`src/rtl/zynet_axil_regs_pkg.sv`:
```
// Shared definitions for the zyNet AXI4-Lite register file:
// register byte offsets, status bit positions, response code, FSM states.
package zynet_axil_regs_pkg;

  localparam logic [4:0] REG_WEIGHT  = 5'd0;
  localparam logic [4:0] REG_BIAS    = 5'd4;
  localparam logic [4:0] REG_RESULT  = 5'd8;
  localparam logic [4:0] REG_LAYER   = 5'd12;
  localparam logic [4:0] REG_NEURON  = 5'd16;
  localparam logic [4:0] REG_NOUT    = 5'd20;
  localparam logic [4:0] REG_STATUS  = 5'd24;
  localparam logic [4:0] REG_SOFTRST = 5'd28;

  localparam int STAT_INTR    = 0;
  localparam int STAT_EMPTY   = 1;
  localparam int STAT_CNT_LSB = 4;

  localparam logic [1:0] RESP_OKAY = 2'b00;

  typedef enum logic {WR_IDLE, WR_RESP} wr_state_t;
  typedef enum logic {RD_IDLE, RD_DATA} rd_state_t;

  // Byte address -> word-aligned register offset (sub-word bits dropped).
  function automatic logic [4:0] word_offset(input logic [4:0] addr);
    return {addr[4:2], 2'b00};
  endfunction

endpackage

```
`src/rtl/zynet_out_fifo.sv`:
```
// Synchronous FIFO holding final-layer neuron outputs for host readback.
// Head entry is presented combinationally so a read can capture it on
// the same edge that pops it. clr empties the FIFO synchronously.
module zynet_out_fifo #(
  parameter int WIDTH = 16,
  parameter int DEPTH = 10
) (
  input  logic                           clk,
  input  logic                           rst_n,
  input  logic                           clr,
  input  logic                           push,
  input  logic                           pop,
  input  logic [WIDTH-1:0]               din,
  output logic [WIDTH-1:0]               dout,
  output logic [$clog2(DEPTH+1)-1:0]     count,
  output logic                           empty,
  output logic                           full
);
  localparam int PTR_W = $clog2(DEPTH);
  localparam int CNT_W = $clog2(DEPTH+1);

  logic [WIDTH-1:0] mem [DEPTH];
  logic [PTR_W-1:0] wr_ptr;
  logic [PTR_W-1:0] rd_ptr;
  logic             do_push;
  logic             do_pop;

  assign empty   = (count == '0);
  assign full    = (count == CNT_W'(DEPTH));
  assign do_pop  = pop && !empty;
  // A push into a full FIFO is only taken when a pop frees a slot that cycle.
  assign do_push = push && (!full || do_pop);
  assign dout    = mem[rd_ptr];

  // Storage array: written on accepted pushes only.
  always_ff @(posedge clk) begin
    if (do_push && !clr) mem[wr_ptr] <= din;
  end

  // Pointer and occupancy tracking with wrap at DEPTH (not a power of two).
  always_ff @(posedge clk or negedge rst_n) begin
    if (!rst_n) begin
      wr_ptr <= '0;
      rd_ptr <= '0;
      count  <= '0;
    end else if (clr) begin
      wr_ptr <= '0;
      rd_ptr <= '0;
      count  <= '0;
    end else begin
      if (do_push) wr_ptr <= (wr_ptr == PTR_W'(DEPTH-1)) ? '0 : wr_ptr + 1'b1;
      if (do_pop)  rd_ptr <= (rd_ptr == PTR_W'(DEPTH-1)) ? '0 : rd_ptr + 1'b1;
      case ({do_push, do_pop})
        2'b10:   count <= count + 1'b1;
        2'b01:   count <= count - 1'b1;
        default: count <= count;
      endcase
    end
  end

endmodule

```
`src/rtl/zynet_axil_regs.sv`:
```
// zyNet AXI4-Lite register file: weight/bias load strobes, layer/neuron
// select, soft reset, result capture with interrupt, and optional
// neuron-output readback buffer enabled by ZYNET_OUT_READBACK_EN.
module zynet_axil_regs
  import zynet_axil_regs_pkg::*;
#(
  parameter int C_S_AXI_DATA_WIDTH = 32,
  parameter int C_S_AXI_ADDR_WIDTH = 5,
  parameter int DATA_WIDTH         = 16,
  parameter int NUM_OUT            = 10
) (
  input  logic                            s_axi_aclk,
  input  logic                            s_axi_aresetn,
  input  logic [C_S_AXI_ADDR_WIDTH-1:0]   s_axi_awaddr,
  input  logic                            s_axi_awvalid,
  output logic                            s_axi_awready,
  input  logic [C_S_AXI_DATA_WIDTH-1:0]   s_axi_wdata,
  input  logic [C_S_AXI_DATA_WIDTH/8-1:0] s_axi_wstrb,
  input  logic                            s_axi_wvalid,
  output logic                            s_axi_wready,
  output logic [1:0]                      s_axi_bresp,
  output logic                            s_axi_bvalid,
  input  logic                            s_axi_bready,
  input  logic [C_S_AXI_ADDR_WIDTH-1:0]   s_axi_araddr,
  input  logic                            s_axi_arvalid,
  output logic                            s_axi_arready,
  output logic [C_S_AXI_DATA_WIDTH-1:0]   s_axi_rdata,
  output logic [1:0]                      s_axi_rresp,
  output logic                            s_axi_rvalid,
  input  logic                            s_axi_rready,
  output logic [DATA_WIDTH-1:0]           weight_value,
  output logic                            weight_valid,
  output logic [DATA_WIDTH-1:0]           bias_value,
  output logic                            bias_valid,
  output logic [31:0]                     layer_number,
  output logic [31:0]                     neuron_number,
  output logic                            soft_reset,
  input  logic [31:0]                     result_data,
  input  logic                            result_valid,
  input  logic [DATA_WIDTH-1:0]           nout_data,
  input  logic                            nout_valid,
  output logic                            intr
);
  localparam int CNT_W = $clog2(NUM_OUT+1);

  wr_state_t wr_state, wr_state_next;
  rd_state_t rd_state, rd_state_next;
  logic      wr_hs, rd_hs;
  logic [4:0] wr_off, rd_off;
  logic [31:0] result_reg;
  logic [C_S_AXI_DATA_WIDTH-1:0] status, rd_value;
  logic [DATA_WIDTH-1:0] fifo_dout;
  logic [CNT_W-1:0]      fifo_count;
  logic                  fifo_empty;

  // Write strobes are ignored: every register write is a full-word write.
  logic unused_wstrb;
  assign unused_wstrb = ^s_axi_wstrb;

  assign wr_off = word_offset(s_axi_awaddr[4:0]);
  assign rd_off = word_offset(s_axi_araddr[4:0]);

  assign s_axi_awready = wr_hs;
  assign s_axi_wready  = wr_hs;
  assign s_axi_bvalid  = (wr_state == WR_RESP);
  assign s_axi_bresp   = RESP_OKAY;
  assign s_axi_arready = rd_hs;
  assign s_axi_rvalid  = (rd_state == RD_DATA);
  assign s_axi_rresp   = RESP_OKAY;

  // FSM state registers for both channels.
  always_ff @(posedge s_axi_aclk or negedge s_axi_aresetn) begin
    if (!s_axi_aresetn) begin
      wr_state <= WR_IDLE;
      rd_state <= RD_IDLE;
    end else begin
      wr_state <= wr_state_next;
      rd_state <= rd_state_next;
    end
  end

  // Write channel: accept address+data together, then hold the response.
  always_comb begin
    wr_state_next = wr_state;
    wr_hs         = 1'b0;
    case (wr_state)
      WR_IDLE: if (s_axi_awvalid && s_axi_wvalid) begin
        wr_hs         = 1'b1;
        wr_state_next = WR_RESP;
      end
      WR_RESP: if (s_axi_bready) wr_state_next = WR_IDLE;
      default: wr_state_next = WR_IDLE;
    endcase
  end

  // Read channel: accept the address, then hold data until taken.
  always_comb begin
    rd_state_next = rd_state;
    rd_hs         = 1'b0;
    case (rd_state)
      RD_IDLE: if (s_axi_arvalid) begin
        rd_hs         = 1'b1;
        rd_state_next = RD_DATA;
      end
      RD_DATA: if (s_axi_rready) rd_state_next = RD_IDLE;
      default: rd_state_next = RD_IDLE;
    endcase
  end

  // Configuration registers and one-cycle load strobes.
  always_ff @(posedge s_axi_aclk or negedge s_axi_aresetn) begin
    if (!s_axi_aresetn) begin
      weight_value  <= '0;
      weight_valid  <= 1'b0;
      bias_value    <= '0;
      bias_valid    <= 1'b0;
      layer_number  <= '0;
      neuron_number <= '0;
      soft_reset    <= 1'b1;
    end else begin
      weight_valid <= 1'b0;
      bias_valid   <= 1'b0;
      if (wr_hs) begin
        case (wr_off)
          REG_WEIGHT: begin
            weight_value <= s_axi_wdata[DATA_WIDTH-1:0];
            weight_valid <= 1'b1;
          end
          REG_BIAS: begin
            bias_value <= s_axi_wdata[DATA_WIDTH-1:0];
            bias_valid <= 1'b1;
          end
          REG_LAYER:   layer_number  <= s_axi_wdata[31:0];
          REG_NEURON:  neuron_number <= s_axi_wdata[31:0];
          REG_SOFTRST: soft_reset    <= s_axi_wdata[0];
          default: ;
        endcase
      end
    end
  end

  // Result capture; a new result wins over a clearing read of the result.
  always_ff @(posedge s_axi_aclk or negedge s_axi_aresetn) begin
    if (!s_axi_aresetn) begin
      result_reg <= '0;
      intr       <= 1'b0;
    end else if (result_valid) begin
      result_reg <= result_data;
      intr       <= 1'b1;
    end else if (rd_hs && rd_off == REG_RESULT) begin
      intr <= 1'b0;
    end
  end

`ifdef ZYNET_OUT_READBACK_EN
  zynet_out_fifo #(
    .WIDTH (DATA_WIDTH),
    .DEPTH (NUM_OUT)
  ) u_out_fifo (
    .clk   (s_axi_aclk),
    .rst_n (s_axi_aresetn),
    .clr   (soft_reset),
    .push  (nout_valid && !soft_reset),
    .pop   (rd_hs && rd_off == REG_NOUT),
    .din   (nout_data),
    .dout  (fifo_dout),
    .count (fifo_count),
    .empty (fifo_empty),
    .full  ()
  );
`else
  logic unused_nout;
  assign unused_nout = ^{nout_data, nout_valid};
  assign fifo_dout   = '0;
  assign fifo_count  = '0;
  assign fifo_empty  = 1'b0;
`endif

  // Status word and read-data selection.
  always_comb begin
    status = '0;
    status[STAT_INTR] = intr;
`ifdef ZYNET_OUT_READBACK_EN
    status[STAT_EMPTY] = fifo_empty;
    status[STAT_CNT_LSB +: 4] = 4'(fifo_count);
`endif
    rd_value = '0;
    case (rd_off)
      REG_RESULT:  rd_value = result_reg;
      REG_LAYER:   rd_value = layer_number;
      REG_NEURON:  rd_value = neuron_number;
      REG_NOUT:    if (!fifo_empty) rd_value[DATA_WIDTH-1:0] = fifo_dout;
      REG_STATUS:  rd_value = status;
      REG_SOFTRST: rd_value[0] = soft_reset;
      default: ;
    endcase
  end

  // Read data is captured at the address handshake and held until taken.
  always_ff @(posedge s_axi_aclk or negedge s_axi_aresetn) begin
    if (!s_axi_aresetn) s_axi_rdata <= '0;
    else if (rd_hs)     s_axi_rdata <= rd_value;
  end

endmodule

```
`config.mk`:
```
export PLATFORM = sky130hd
export DESIGN_NAME = zynet_axil_regs
export DESIGN_NICKNAME = d
export VERILOG_FILES = /design/src/rtl/zynet_axil_regs_pkg.sv /design/src/rtl/zynet_out_fifo.sv /design/src/rtl/zynet_axil_regs.sv
export SDC_FILE = /design/constraint.sdc
export NUM_CORES = 1
export LEC_CHECK = 0
export ABC_CLOCK_PERIOD_IN_PS = 2200
export BUFFER_PORTS_ARGS = -buffer_cell sky130_fd_sc_hd__buf_2
export CAP_MARGIN = 40
export CELL_PAD_IN_SITES_DETAIL_PLACEMENT = 1
export CELL_PAD_IN_SITES_GLOBAL_PLACEMENT = 1
export CORE_UTILIZATION = 39
export CTS_CLUSTER_SIZE = 24
export DETAILED_ROUTE_END_ITERATION = 10
export GPL_ROUTABILITY_DRIVEN = 0
export PLACE_DENSITY_LB_ADDON = 0.1
export SKIP_CTS_REPAIR_TIMING = 1
export SLEW_MARGIN = 20
export SYNTH_ARGS = -nofsm -noshare
export SYNTH_HDL_FRONTEND = slang
export SYNTH_HIERARCHICAL = 1
export SYNTH_SLANG_ARGS = --single-unit
```
`constraint.sdc`:
```
create_clock -name s_axi_aclk -period 2.2 [get_ports s_axi_aclk]
set_input_delay 0.11 -clock s_axi_aclk [delete_from_list [all_inputs] [get_ports s_axi_aclk]]
set_output_delay 0.11 -clock s_axi_aclk [all_outputs]
set_load 0.1 [all_outputs]
```
==> summary.txt <==
Distinct cells, synth -> 32
routed len/inst -> 19.3 um
Syn Inst Count -> 516
first-pass GRT wire length -> 29.3 mm
Leak Pwr -> 0.00476 uW
dpl ws -> 0.305 ns
DRC viols -> 0
Post-Place Cell Area -> 8370 um^2
Total Routing Usage GR -> 21.4%
FMAX -> 528 MHz
clk sinks -> 166
Seq. cell area -> 4160 um^2
fill count -> 1,853
failing checks -> hold timing
Die Height -> 136 um
clock buffer count from CTS -> 17
Layout area overhead -> 37.2%
Max Slew Vio Count -> 0
Worst Setup End Kind -> flip-flop
Die W -> 136 um
placed cells -> 937
Met3 Wirelength -> 909 um
Mapped Area -> 7040 um^2
final layout net count -> 899
Post-DP HPWL -> 13.3 mm
Max clock buf depth -> 2
Post-DRT Antenna Nets -> 0
post-route cell area -> 9650 um^2
status -> finished with violations
die area -> 18,600 um^2
Synth area leaders -> dfrtp_1, mux2_2, mux2_4
RSZ-0062 raised after global routing -> no
PwrDens -> 1360 nW/um^2
final hold viol count -> 1
# IOs -> 244
initial drt markers -> 196
number of synthesis warnings -> 6
final worst-path cycle share -> 86.0%
Rel. slew slack -> 62.4%
initial antenna violation count -> 0
share of post-route cells with drive strength above 1 -> 49.4%
Slew @ Worst Pin -> 0.564 ns
highest ir drop seen on vdd -> 789 uV
uppermost layer routed -> met4
area of the multi-input gates -> 2650 um^2
met2 WL -> 10.3 mm
Hold Worst Slack -> -0.00131 ns
CTS tree -> yes
Metal-1 WL -> 8.39 mm
Critical Path Start Type -> flip-flop
sequential area share after synthesis -> 59.1%
Critical Path RT -> 2.50 ns
Final Setup Violations -> 0
Skew-Pair Late Insertion Delay -> 0.42 ns
worst reg2reg setup slack -> 0.31 ns
# port buffers -> 214
vias in the first global route -> 5,111
clk_skew -> 0.00741 ns
number of synthesized register bits -> 166
post-layout min period -> 1.89 ns
Root Driver -> clkbuf_16
ANT cells -> 0
final wirelength -> 19.9 mm
arrival time at the worst endpoint -> 2.20 ns
Initial Util -> 40.3%
largest net degree at the start of global routing -> 55
clock-pin slew on the worst setup and hold paths -> 0.06 ns
setup TNS -> 0 ns
cell taking the most area after synthesis -> dfrtp_1
H-tree depth -> 4
drt pass-1 iters -> 6
Final Non-Filler Cells -> 1,033
FP Rows -> 48
top-area cell type share of the netlist area -> 58.7%
vias post-DR -> 5,120
largest fanout on the critical path -> 14
worst hold path class -> in -> reg
CORE AREA -> 17,500 um^2
total global routing overflow -> 0
setup ws final -> 0.308 ns
syn avg cell area -> 13.6 um^2
Vias/cell -> 4.96
max-cap violation count -> 0
Setup CP Type -> reg -> reg
[metrics by stage]
stage          hold WS [ns]  utilization, %  total power [uW]
2_1_floorplan        -0.186               -              8870
3_3_place_gp         0.0869            47.8              9830
3_5_place_dp         0.0962            47.9              9940
4_1_cts              -0.362            51.5             13100
5_1_grt             0.00793            55.2             13600
6_report           -0.00131            55.2             13100
[placed cells by master (no fill, tap or decap), types with 2 or more instances in the layout]
cell type,instances
clkbuf_16,17
buf_4,7
clkinv_4,2
o21ai_1,9
o21ai_0,25
dfrtp_1,164
nand2_1,33
buf_2,213
inv_1,3
conb_1,4
nand2_2,3
buf_12,7
clkinvlp_4,4
clkbuf_8,2
a21oi_1,31
mux2_1,2
mux2_2,97
nor2_1,32
mux2_4,30
mux2i_1,34
dlygate4sd3_1,65
bufinv_16,4
[cells in the mapped netlist]
| cell type | count |
|---|---|
| nor3b_1 | 1 |
| a21oi_1 | 31 |
| nand4_1 | 1 |
| nand2_1 | 34 |
| buf_4 | 6 |
| buf_6 | 3 |
| dfrtp_1 | 165 |
| mux2_4 | 30 |
| inv_1 | 4 |
| o21ai_0 | 25 |
| mux2_2 | 97 |
| o31ai_1 | 1 |
| o21ai_1 | 9 |
| nor4bb_1 | 1 |
| clkbuf_1 | 11 |
| nor2_1 | 33 |
| buf_8 | 1 |
| buf_12 | 3 |
| and4_4 | 1 |
| dfstp_2 | 1 |
| nor3_2 | 1 |
| conb_1 | 1 |
| nor4_4 | 1 |
| nand2b_1 | 2 |
| nand3_2 | 1 |
| nor2b_1 | 1 |
| buf_2 | 11 |
| mux2_1 | 2 |
| o22a_1 | 1 |
| mux2i_1 | 34 |
| nand2_2 | 2 |
| nor2_2 | 1 |
[logic make-up after synthesis]
logic type	Yosys count	synth area share, %
compound gates	67	4.85
simple gates	80	5.19
buf+inv	39	3.77
flops	166	59.1
other cells	1	0.0533
mux	163	27.1
[report_power, final]
| group | total [uW] | internal [uW] | switching, uW |
|---|---|---|---|
| registers | 4050 | 3650 | 400 |
| logic | 5910 | 1070 | 4830 |
| clock network | 3170 | 1960 | 1210 |
[final cells by class]
type,instances,area share [%]
Clock buffer,20,4.73
Multi-Input combinational cell,314,27.4
Timing Repair Buffer,293,19.9
Tap cell,225,2.92
Inverter,4,0.194
Clock inverter,11,1.80
Sequential cell,166,43.1
[worst paths after layout]
| check | startpoint | endpoint | cells after the start |
|---|---|---|---|
| hold / removal | s_axi_wdata[0] | bias_value[0] | 2 |
| max in group asynchronous | s_axi_aresetn | soft_reset | 3 |
| hold reg to reg | s_axi_rdata[1] | s_axi_rdata[1] | 2 |
| setup reg to reg | s_axi_bvalid | neuron_number[25] | 4 |
| min in group asynchronous | s_axi_aresetn | result_reg[27] | 2 |
| setup / recovery | s_axi_bvalid | neuron_number[25] | 4 |
[worst max-delay path: stages, from the launching register on]
cell and delay, ns:
dfrtp_1 0.49, nor3_2 0.29, and4_4 0.42, buf_12 0.22, mux2_4 0.32
[routing by layer]
layer	track usage, %	up-vias
li1	-	2350
met1	26.5	2589
met2	36.0	151
met3	5.22	30
met4	7.47	0
met5	0	-
Power figures use the tool's default switching activity.
